### src/rtl/camera_frame_seq_pkg.sv
// camera_frame_seq_pkg: shared camera types and default widths
//   cam_seq_state_t : frame sequencer states
//   DEF_*_W         : default widths for frame counter, frame limit, drop value, miss counter
package camera_frame_seq_pkg;
   localparam int DEF_FRAME_CNT_W = 16;
   localparam int DEF_NFRAMES_W   = 8;
   localparam int DEF_DROP_W      = 6;
   localparam int DEF_MISS_W      = 8;
   typedef enum logic [1:0] {IDLE, WAIT_SOF, CAPTURE, SKIP} cam_seq_state_t;
endpackage

### src/rtl/camera_frame_seq_if.sv
// camera_frame_seq_if: config/sync inputs and frame status outputs of the sequencer
//   cfg_*      : start/stop pulses, frame drop and frame limit settings (master -> slave)
//   vsync_i    : polarity-corrected vsync, high = blanking (master -> slave)
//   ch_rdy_i   : RX buffer armed (master -> slave)
//   cap_en_o, frame_start_o, frame_done_o, busy_o, frame_cnt_o, miss_cnt_o : status (slave -> master)
interface camera_frame_seq_if
   import camera_frame_seq_pkg::*;
#(
   parameter int FRAME_CNT_W = DEF_FRAME_CNT_W,
   parameter int NFRAMES_W   = DEF_NFRAMES_W,
   parameter int DROP_W      = DEF_DROP_W,
   parameter int MISS_W      = DEF_MISS_W
) ();
   logic                   cfg_start_i;
   logic                   cfg_stop_i;
   logic                   cfg_framedrop_en_i;
   logic [DROP_W-1:0]      cfg_framedrop_val_i;
   logic [NFRAMES_W-1:0]   cfg_nframes_i;
   logic                   vsync_i;
   logic                   ch_rdy_i;
   logic                   cap_en_o;
   logic                   frame_start_o;
   logic                   frame_done_o;
   logic                   busy_o;
   logic [FRAME_CNT_W-1:0] frame_cnt_o;
   logic [MISS_W-1:0]      miss_cnt_o;
   modport master (
      output cfg_start_i, cfg_stop_i, cfg_framedrop_en_i, cfg_framedrop_val_i, cfg_nframes_i,
             vsync_i, ch_rdy_i,
      input  cap_en_o, frame_start_o, frame_done_o, busy_o, frame_cnt_o, miss_cnt_o
   );
   modport slave (
      input  cfg_start_i, cfg_stop_i, cfg_framedrop_en_i, cfg_framedrop_val_i, cfg_nframes_i,
             vsync_i, ch_rdy_i,
      output cap_en_o, frame_start_o, frame_done_o, busy_o, frame_cnt_o, miss_cnt_o
   );
endinterface

### src/rtl/camera_edge_det.sv
// camera_edge_det: registers a sync signal and flags its falling/rising edges
//   clk_i, rst_i : clock, async active-high reset
//   sig_i        : sync input
//   fall_o       : high in the cycle sig_i goes low
//   rise_o       : high in the cycle sig_i goes high
module camera_edge_det (
   input  logic clk_i,
   input  logic rst_i,
   input  logic sig_i,
   output logic fall_o,
   output logic rise_o
);
   logic q;
   // Resets high so a signal already low at release is not seen as a new frame
   always_ff @(posedge clk_i or posedge rst_i)
      if (rst_i) q <= 1'b1;
      else       q <= sig_i;
   assign fall_o = q & ~sig_i;
   assign rise_o = ~q & sig_i;
endmodule

### src/rtl/camera_frame_seq.sv
// camera_frame_seq: frame-level capture sequencer (start/stop, frame drop, frame limit, miss count)
//   clk_i, rst_i : pixel clock, async active-high reset
//   bus          : config, vsync and channel-ready inputs; capture gate, frame pulses and counters
module camera_frame_seq
   import camera_frame_seq_pkg::*;
#(
   parameter int FRAME_CNT_W = DEF_FRAME_CNT_W,
   parameter int NFRAMES_W   = DEF_NFRAMES_W,
   parameter int DROP_W      = DEF_DROP_W,
   parameter int MISS_W      = DEF_MISS_W
) (
   input logic                clk_i,
   input logic                rst_i,
   camera_frame_seq_if.slave  bus
);
   cam_seq_state_t         state_q, state_d;
   logic [FRAME_CNT_W-1:0] frame_cnt_q, frame_cnt_d;
   logic [MISS_W-1:0]      miss_q, miss_d;
   logic [DROP_W-1:0]      drop_q, drop_d;
   logic                   stop_pend_q, stop_pend_d;
   logic                   sof, eof, frame_start, frame_done;
   camera_edge_det u_vsync (.clk_i(clk_i), .rst_i(rst_i), .sig_i(bus.vsync_i), .fall_o(sof), .rise_o(eof));
   always_ff @(posedge clk_i or posedge rst_i)
      if (rst_i) begin
         state_q     <= IDLE;
         frame_cnt_q <= '0;
         miss_q      <= '0;
         drop_q      <= '0;
         stop_pend_q <= 1'b0;
      end else begin
         state_q     <= state_d;
         frame_cnt_q <= frame_cnt_d;
         miss_q      <= miss_d;
         drop_q      <= drop_d;
         stop_pend_q <= stop_pend_d;
      end
   always_comb begin
      state_d     = state_q;
      frame_cnt_d = frame_cnt_q;
      miss_d      = miss_q;
      drop_d      = drop_q;
      stop_pend_d = stop_pend_q;
      frame_start = 1'b0;
      frame_done  = 1'b0;
      case (state_q)
         IDLE:
            if (bus.cfg_start_i && !bus.cfg_stop_i) begin
               state_d     = WAIT_SOF;
               frame_cnt_d = '0;
               miss_d      = '0;
               drop_d      = '0;
               stop_pend_d = 1'b0;
            end
         WAIT_SOF:
            // No frame in flight, so a stop here takes effect at once and masks a coincident sof
            if (bus.cfg_stop_i) state_d = IDLE;
            else if (sof) begin
               if (bus.cfg_framedrop_en_i && drop_q != '0) begin
                  state_d = SKIP;
                  drop_d  = drop_q - 1'b1;
               end else if (bus.ch_rdy_i) begin
                  state_d     = CAPTURE;
                  frame_start = 1'b1;
                  drop_d      = bus.cfg_framedrop_val_i;
               end else
                  miss_d = &miss_q ? miss_q : miss_q + 1'b1;
            end
         CAPTURE:
            if (eof) begin
               frame_done  = 1'b1;
               frame_cnt_d = frame_cnt_q + 1'b1;
               state_d     = (stop_pend_q || bus.cfg_stop_i ||
                              (bus.cfg_nframes_i != '0 && frame_cnt_d[NFRAMES_W-1:0] == bus.cfg_nframes_i))
                             ? IDLE : WAIT_SOF;
            end else if (bus.cfg_stop_i) stop_pend_d = 1'b1;
         SKIP:
            if (eof) state_d = (stop_pend_q || bus.cfg_stop_i) ? IDLE : WAIT_SOF;
            else if (bus.cfg_stop_i) stop_pend_d = 1'b1;
         default: state_d = IDLE;
      endcase
   end
   assign bus.cap_en_o      = state_q == CAPTURE;
   assign bus.busy_o        = state_q != IDLE;
   assign bus.frame_start_o = frame_start;
   assign bus.frame_done_o  = frame_done;
   assign bus.frame_cnt_o   = frame_cnt_q;
   assign bus.miss_cnt_o    = miss_q;
endmodule

### src/flat_wrapper.sv
// flat-port wrapper written by rule: the top's interface ports become plain ports
module camera_frame_seq_flat import camera_frame_seq_pkg::*;
#(
   parameter int FRAME_CNT_W = DEF_FRAME_CNT_W,
   parameter int NFRAMES_W   = DEF_NFRAMES_W,
   parameter int DROP_W      = DEF_DROP_W,
   parameter int MISS_W      = DEF_MISS_W
)
  (clk_i, rst_i, bus_cfg_start_i, bus_cfg_stop_i, bus_cfg_framedrop_en_i, bus_cfg_framedrop_val_i, bus_cfg_nframes_i, bus_vsync_i, bus_ch_rdy_i, bus_cap_en_o, bus_frame_start_o, bus_frame_done_o, bus_busy_o, bus_frame_cnt_o, bus_miss_cnt_o);
  camera_frame_seq_if #(.FRAME_CNT_W(FRAME_CNT_W), .NFRAMES_W(NFRAMES_W), .DROP_W(DROP_W), .MISS_W(MISS_W)) bus_i ();
  input logic clk_i;
  input logic rst_i;
  input wire logic [$bits(bus_i.cfg_start_i)-1:0] bus_cfg_start_i;
  input wire logic [$bits(bus_i.cfg_stop_i)-1:0] bus_cfg_stop_i;
  input wire logic [$bits(bus_i.cfg_framedrop_en_i)-1:0] bus_cfg_framedrop_en_i;
  input wire logic [$bits(bus_i.cfg_framedrop_val_i)-1:0] bus_cfg_framedrop_val_i;
  input wire logic [$bits(bus_i.cfg_nframes_i)-1:0] bus_cfg_nframes_i;
  input wire logic [$bits(bus_i.vsync_i)-1:0] bus_vsync_i;
  input wire logic [$bits(bus_i.ch_rdy_i)-1:0] bus_ch_rdy_i;
  output wire logic [$bits(bus_i.cap_en_o)-1:0] bus_cap_en_o;
  output wire logic [$bits(bus_i.frame_start_o)-1:0] bus_frame_start_o;
  output wire logic [$bits(bus_i.frame_done_o)-1:0] bus_frame_done_o;
  output wire logic [$bits(bus_i.busy_o)-1:0] bus_busy_o;
  output wire logic [$bits(bus_i.frame_cnt_o)-1:0] bus_frame_cnt_o;
  output wire logic [$bits(bus_i.miss_cnt_o)-1:0] bus_miss_cnt_o;
  assign bus_i.cfg_start_i = bus_cfg_start_i;
  assign bus_i.cfg_stop_i = bus_cfg_stop_i;
  assign bus_i.cfg_framedrop_en_i = bus_cfg_framedrop_en_i;
  assign bus_i.cfg_framedrop_val_i = bus_cfg_framedrop_val_i;
  assign bus_i.cfg_nframes_i = bus_cfg_nframes_i;
  assign bus_i.vsync_i = bus_vsync_i;
  assign bus_i.ch_rdy_i = bus_ch_rdy_i;
  assign bus_cap_en_o = bus_i.cap_en_o;
  assign bus_frame_start_o = bus_i.frame_start_o;
  assign bus_frame_done_o = bus_i.frame_done_o;
  assign bus_busy_o = bus_i.busy_o;
  assign bus_frame_cnt_o = bus_i.frame_cnt_o;
  assign bus_miss_cnt_o = bus_i.miss_cnt_o;
  camera_frame_seq #(.FRAME_CNT_W(FRAME_CNT_W), .NFRAMES_W(NFRAMES_W), .DROP_W(DROP_W), .MISS_W(MISS_W)) u_core (.clk_i(clk_i), .rst_i(rst_i), .bus(bus_i));
endmodule
### config.mk
export PLATFORM = sky130hd
export DESIGN_NAME = camera_frame_seq_flat
export DESIGN_NICKNAME = d
export VERILOG_FILES = /design/src/rtl/camera_frame_seq_pkg.sv /design/src/rtl/camera_frame_seq_if.sv /design/src/rtl/camera_edge_det.sv /design/src/rtl/camera_frame_seq.sv /design/src/flat_wrapper.sv
export SDC_FILE = /design/constraint.sdc
export NUM_CORES = 1
export LEC_CHECK = 0
export CAP_MARGIN = 30
export CORE_UTILIZATION = 54
export CTS_CLUSTER_DIAMETER = 200
export CTS_CLUSTER_SIZE = 20
export DETAILED_ROUTE_END_ITERATION = 10
export GPL_TIMING_DRIVEN = 0
export PLACE_DENSITY = 0.92
export SYNTH_ARGS = -nofsm -noshare
export SYNTH_HDL_FRONTEND = slang
export SYNTH_SLANG_ARGS = --single-unit
### constraint.sdc
create_clock -name clk_i -period 4.4 [get_ports clk_i]
set_clock_uncertainty 0.05 [all_clocks]
set_input_delay 0.88 -clock clk_i [delete_from_list [all_inputs] [get_ports clk_i]]
set_output_delay 0.88 -clock clk_i [all_outputs]
set_load 0.02 [all_outputs]
==> results.txt <==
Relative slew margins = 0.558
Sinks on Clock Net = 34
Hold endpoint = u_core.stop_pend_q$_DFFE_PP0P_
Worst Hold Class = register to register
RR Endpoint = u_core.state_q[0]$_DFFE_PP0P_
Largest net degree at the start of global routing = 21
Final Max Tran Viols = 0
Hold Vio Cnt, Final = 0
Worst path slowest cell = clkdlybuf4s50_1
Std cell rows = 22
Routed vias = 2208
Launching point of the worst reg2reg path = u_core.drop_q[2]$_DFFE_PP0P_
CP Launch Type = register
Initial antenna violation count = 0
Avg Vias per Cell = 6.18
Sequential share of power = 0.341
Post-CTS setup buffer count = 0
WP depth = 6
Delay-heaviest family, CP = buffers and inverters
Mean Syn Cell Area = 8.48 um^2
Via count of the first global-routing pass = 2026
Core Box Area = 3740 um^2
R2R Setup Slk = 1.94 ns
Gpl congestion = 0.876
Worst path required time = 3.47 ns
Synthesized Nets = 279
Count of final setup violators = 0
Reg2Reg Depth = 6
Arrival time worst endpoint = 3.02 ns
Cells after Synth = 254
Maximum clock path buffer count = 2
CTS HTree Levels = 2
Worst vdd ir = 0.215 mV
Fill cells = 278
Final worst path period need = 3.95 ns
First-pass GRT wire length = 9030 um
Total internal power = 731 uW
Worst-margin pin slew = 0.657 ns
Hold path cells = 2
Final hold slack = 0.483 ns
Initial Util = 0.575
Combinational share of power = 0.461
Remaining antenna violation count after routing = 0
Placed insts = 349
Crit Path Max Fanout = 10
P_leak = 0.00115 uW
Final cell count without fillers = 357
Buf+Inv Stages, Crit Path = 2
Post-synthesis sequential area ratio = 0.396
Area Growth Syn to Fin = 29.9%
Slowest cell delay on critical path = 0.60 ns
Die Height = 65.1 um
Min-delay src = u_core.stop_pend_q$_DFFE_PP0P_
TNS Setup = 0 ns
# hold bufs at CTS = 0
Die W = 65.1 um
# nets final = 333
CP Capture Type = output port
Max-capacitance violation count = 0
Fin crit share = 0.898
Fraction of layout cells with a size suffix above 1 = 0.0583
Root buf cell = clkbuf_8
IO Port Bufs = 46
YS warnings = 0
Critical path, cell by cell = or4_4 -> o21ai_0 -> clkbuf_1 -> nand2_1 -> nor2_1 -> clkdlybuf4s50_1
WL per Instance = 15.8 um
Post-DP HPWL = 4060 um
Die ar. = 4240 um^2
Worst skew pair latency = 0.29 ns
Unrepaired setup endpoints after global routing = false
TritonCTS Buffers = 5
CTS resizes = 0
Distinct cells, synth = 44
Flops & latches, synth = 34
Sw frac = 0.411
P per Cell Area = 444 nW/um^2
Cell Area, Synth = 2150 um^2
Crit path kind = register to output port
Design Power = 1240 uW
GRT Total Usage = 0.275
Gr ovfl total = 0
CTS tree = yes
Max Fclk = 0.253 GHz
First-pass DRT Iterations = 5
Final wirelength = 5640 um
Clock power share = 0.198
Status = complete, no violations
Initial DRC Count = 189
DRC = 0
Switching power of the nets = 511 uW
Antenna cells = 0
Worst-path clk slew = 0.07 ns
Ports = 49
-- synth_stat cells, drive strengths merged --
library cell / n / area, um^2
o2bb2ai: 1 / 8.76
o31ai: 3 / 22.5
dfrtp: 33 / 826
a211o: 1 / 8.76
nor4: 6 / 37.5
nor2: 26 / 97.6
and3: 7 / 45.1
a31o: 1 / 8.76
nand4: 9 / 56.3
nand3: 13 / 65.1
a2111oi: 1 / 8.76
xor2: 12 / 105
ha: 4 / 50.1
nor3: 9 / 45.0
or2: 1 / 6.26
nand4bb: 1 / 11.3
clkbuf: 14 / 52.6
a21o: 2 / 15.0
nand2: 22 / 82.6
o21a: 1 / 15.0
a31oi: 8 / 50.1
o211ai: 1 / 7.51
o21ai: 25 / 125
xnor2: 11 / 96.3
or3: 1 / 11.3
nor4b: 1 / 8.76
inv: 6 / 22.5
o22ai: 1 / 6.26
a22o: 2 / 17.5
or4: 3 / 26.3
dfstp: 1 / 26.3
o311a: 1 / 10.0
nand3b: 3 / 22.5
buf: 1 / 5.00
or4b: 1 / 10.0
a21oi: 4 / 20.0
nor2b: 6 / 37.5
o2111ai: 1 / 8.76
o311ai: 1 / 8.76
or3b: 1 / 8.76
nor3b: 5 / 37.5
nand2b: 3 / 18.8
-- per-layer routing --
layer / wire length [um] / GRT usage / up-vias / share of wire
met5: 0 / 0 / - / 0
met4: 136 / 0.111 / 0 / 0.024
li1: - / - / 1023 / -
met1: 2370 / 0.339 / 1053 / 0.42
met2: 2750 / 0.479 / 113 / 0.49
met3: 380 / 0.0434 / 19 / 0.067
-- area by class of cell --
class	count	area, um^2	share of cell area
multi-input cells	199	1220	0.437
plain buffers	15	57.6	0.0206
clock inverters	2	12.5	0.00447
inverters	6	22.5	0.00805
repair buffers	47	488	0.174
clock buffers	6	82.6	0.0295
flip-flops and latches	34	852	0.305
well taps	48	60.1	0.0215
-- sequential cells by signal, indices dropped and copies added (netlist names) --
register                flops
u_core.drop_q               6
u_core.bus.frame_cnt_o     16
u_core.u_vsync.q            1
u_core.stop_pend_q          1
u_core.bus.miss_cnt_o       8
u_core.state_q              2
-- stage by stage --
stage / util / setup WS [ns] / area, um^2
floorplan: - / 1.50 / 2150
global placement: 0.714 / 0.633 / 2670
detailed placement: 0.722 / 0.632 / 2700
CTS: 0.747 / 0.501 / 2800
global route: 0.747 / 0.274 / 2800
finish: 0.747 / 0.448 / 2800
-- power by group through the flow --
stage	Clock, uW	Combinational [uW]	Sequential (uW)
floorplan	0	388	426
global placement	0	529	421
detailed placement	0	553	427
CTS	246	561	421
global route	260	622	431
finish	246	573	424
-- cell families (layout without fill, tap and decap cells) --
| logic type | Yosys count | count (layout) | share of synthesized area |
|---|---|---|---|
| compound gates | 54 | 54 | 0.159 |
| xor+xnor | 23 | 23 | 0.0935 |
| fa+ha+maj | 4 | 4 | 0.0232 |
| buf+inv | 21 | 76 | 0.0372 |
| flops | 34 | 34 | 0.396 |
| simple gates | 118 | 118 | 0.292 |
-- how the worst max path moves through the flow --
stage / from / endpoint / slack [ns]
4_1_cts: u_core.drop_q[2]$_DFFE_PP0P_ / bus_frame_start_o / 0.50
5_1_grt: u_core.drop_q[2]$_DFFE_PP0P_ / bus_frame_start_o / 0.27
3_5_place_dp: bus_cfg_framedrop_en_i / bus_frame_start_o / 0.63
3_3_place_gp: bus_cfg_framedrop_en_i / bus_frame_start_o / 0.63
2_1_floorplan: u_core.drop_q[2]$_DFFE_PP0P_ / bus_frame_start_o / 1.50
6_report: u_core.drop_q[2]$_DFFE_PP0P_ / bus_frame_start_o / 0.45
-- worst register-to-register path, delay by kind of cell (launching register included) --
| family | cells | cell delay [ns] |
|---|---|---|
| AOI/OAI and AO/OA | 3 | 0.75 |
| and+or+nand+nor | 2 | 0.72 |
| DFF | 1 | 0.44 |
| buffers and inverters | 1 | 0.38 |
-- cells in the final DEF (no fill, tap or decap), drive strengths merged, types with 2 or more instances in the layout --
| cell type | synthesis | layout |
|---|---|---|
| a21o | 2 | 2 |
| a21oi | 4 | 4 |
| a22o | 2 | 2 |
| a31oi | 8 | 8 |
| and3 | 7 | 7 |
| buf | 1 | 2 |
| clkbuf | 14 | 20 |
| clkdlybuf4s50 | 0 | 46 |
| dfrtp | 33 | 33 |
| ha | 4 | 4 |
| inv | 6 | 6 |
| nand2 | 22 | 22 |
| nand2b | 3 | 3 |
| nand3 | 13 | 13 |
| nand3b | 3 | 3 |
| nand4 | 9 | 9 |
| nor2 | 26 | 26 |
| nor2b | 6 | 6 |
| nor3 | 9 | 9 |
| nor3b | 5 | 5 |
| nor4 | 6 | 6 |
| o21ai | 25 | 25 |
| o31ai | 3 | 3 |
| or4 | 3 | 3 |
| xnor2 | 11 | 11 |
| xor2 | 12 | 12 |
No activity file was read; power rests on OpenSTA's default activity.
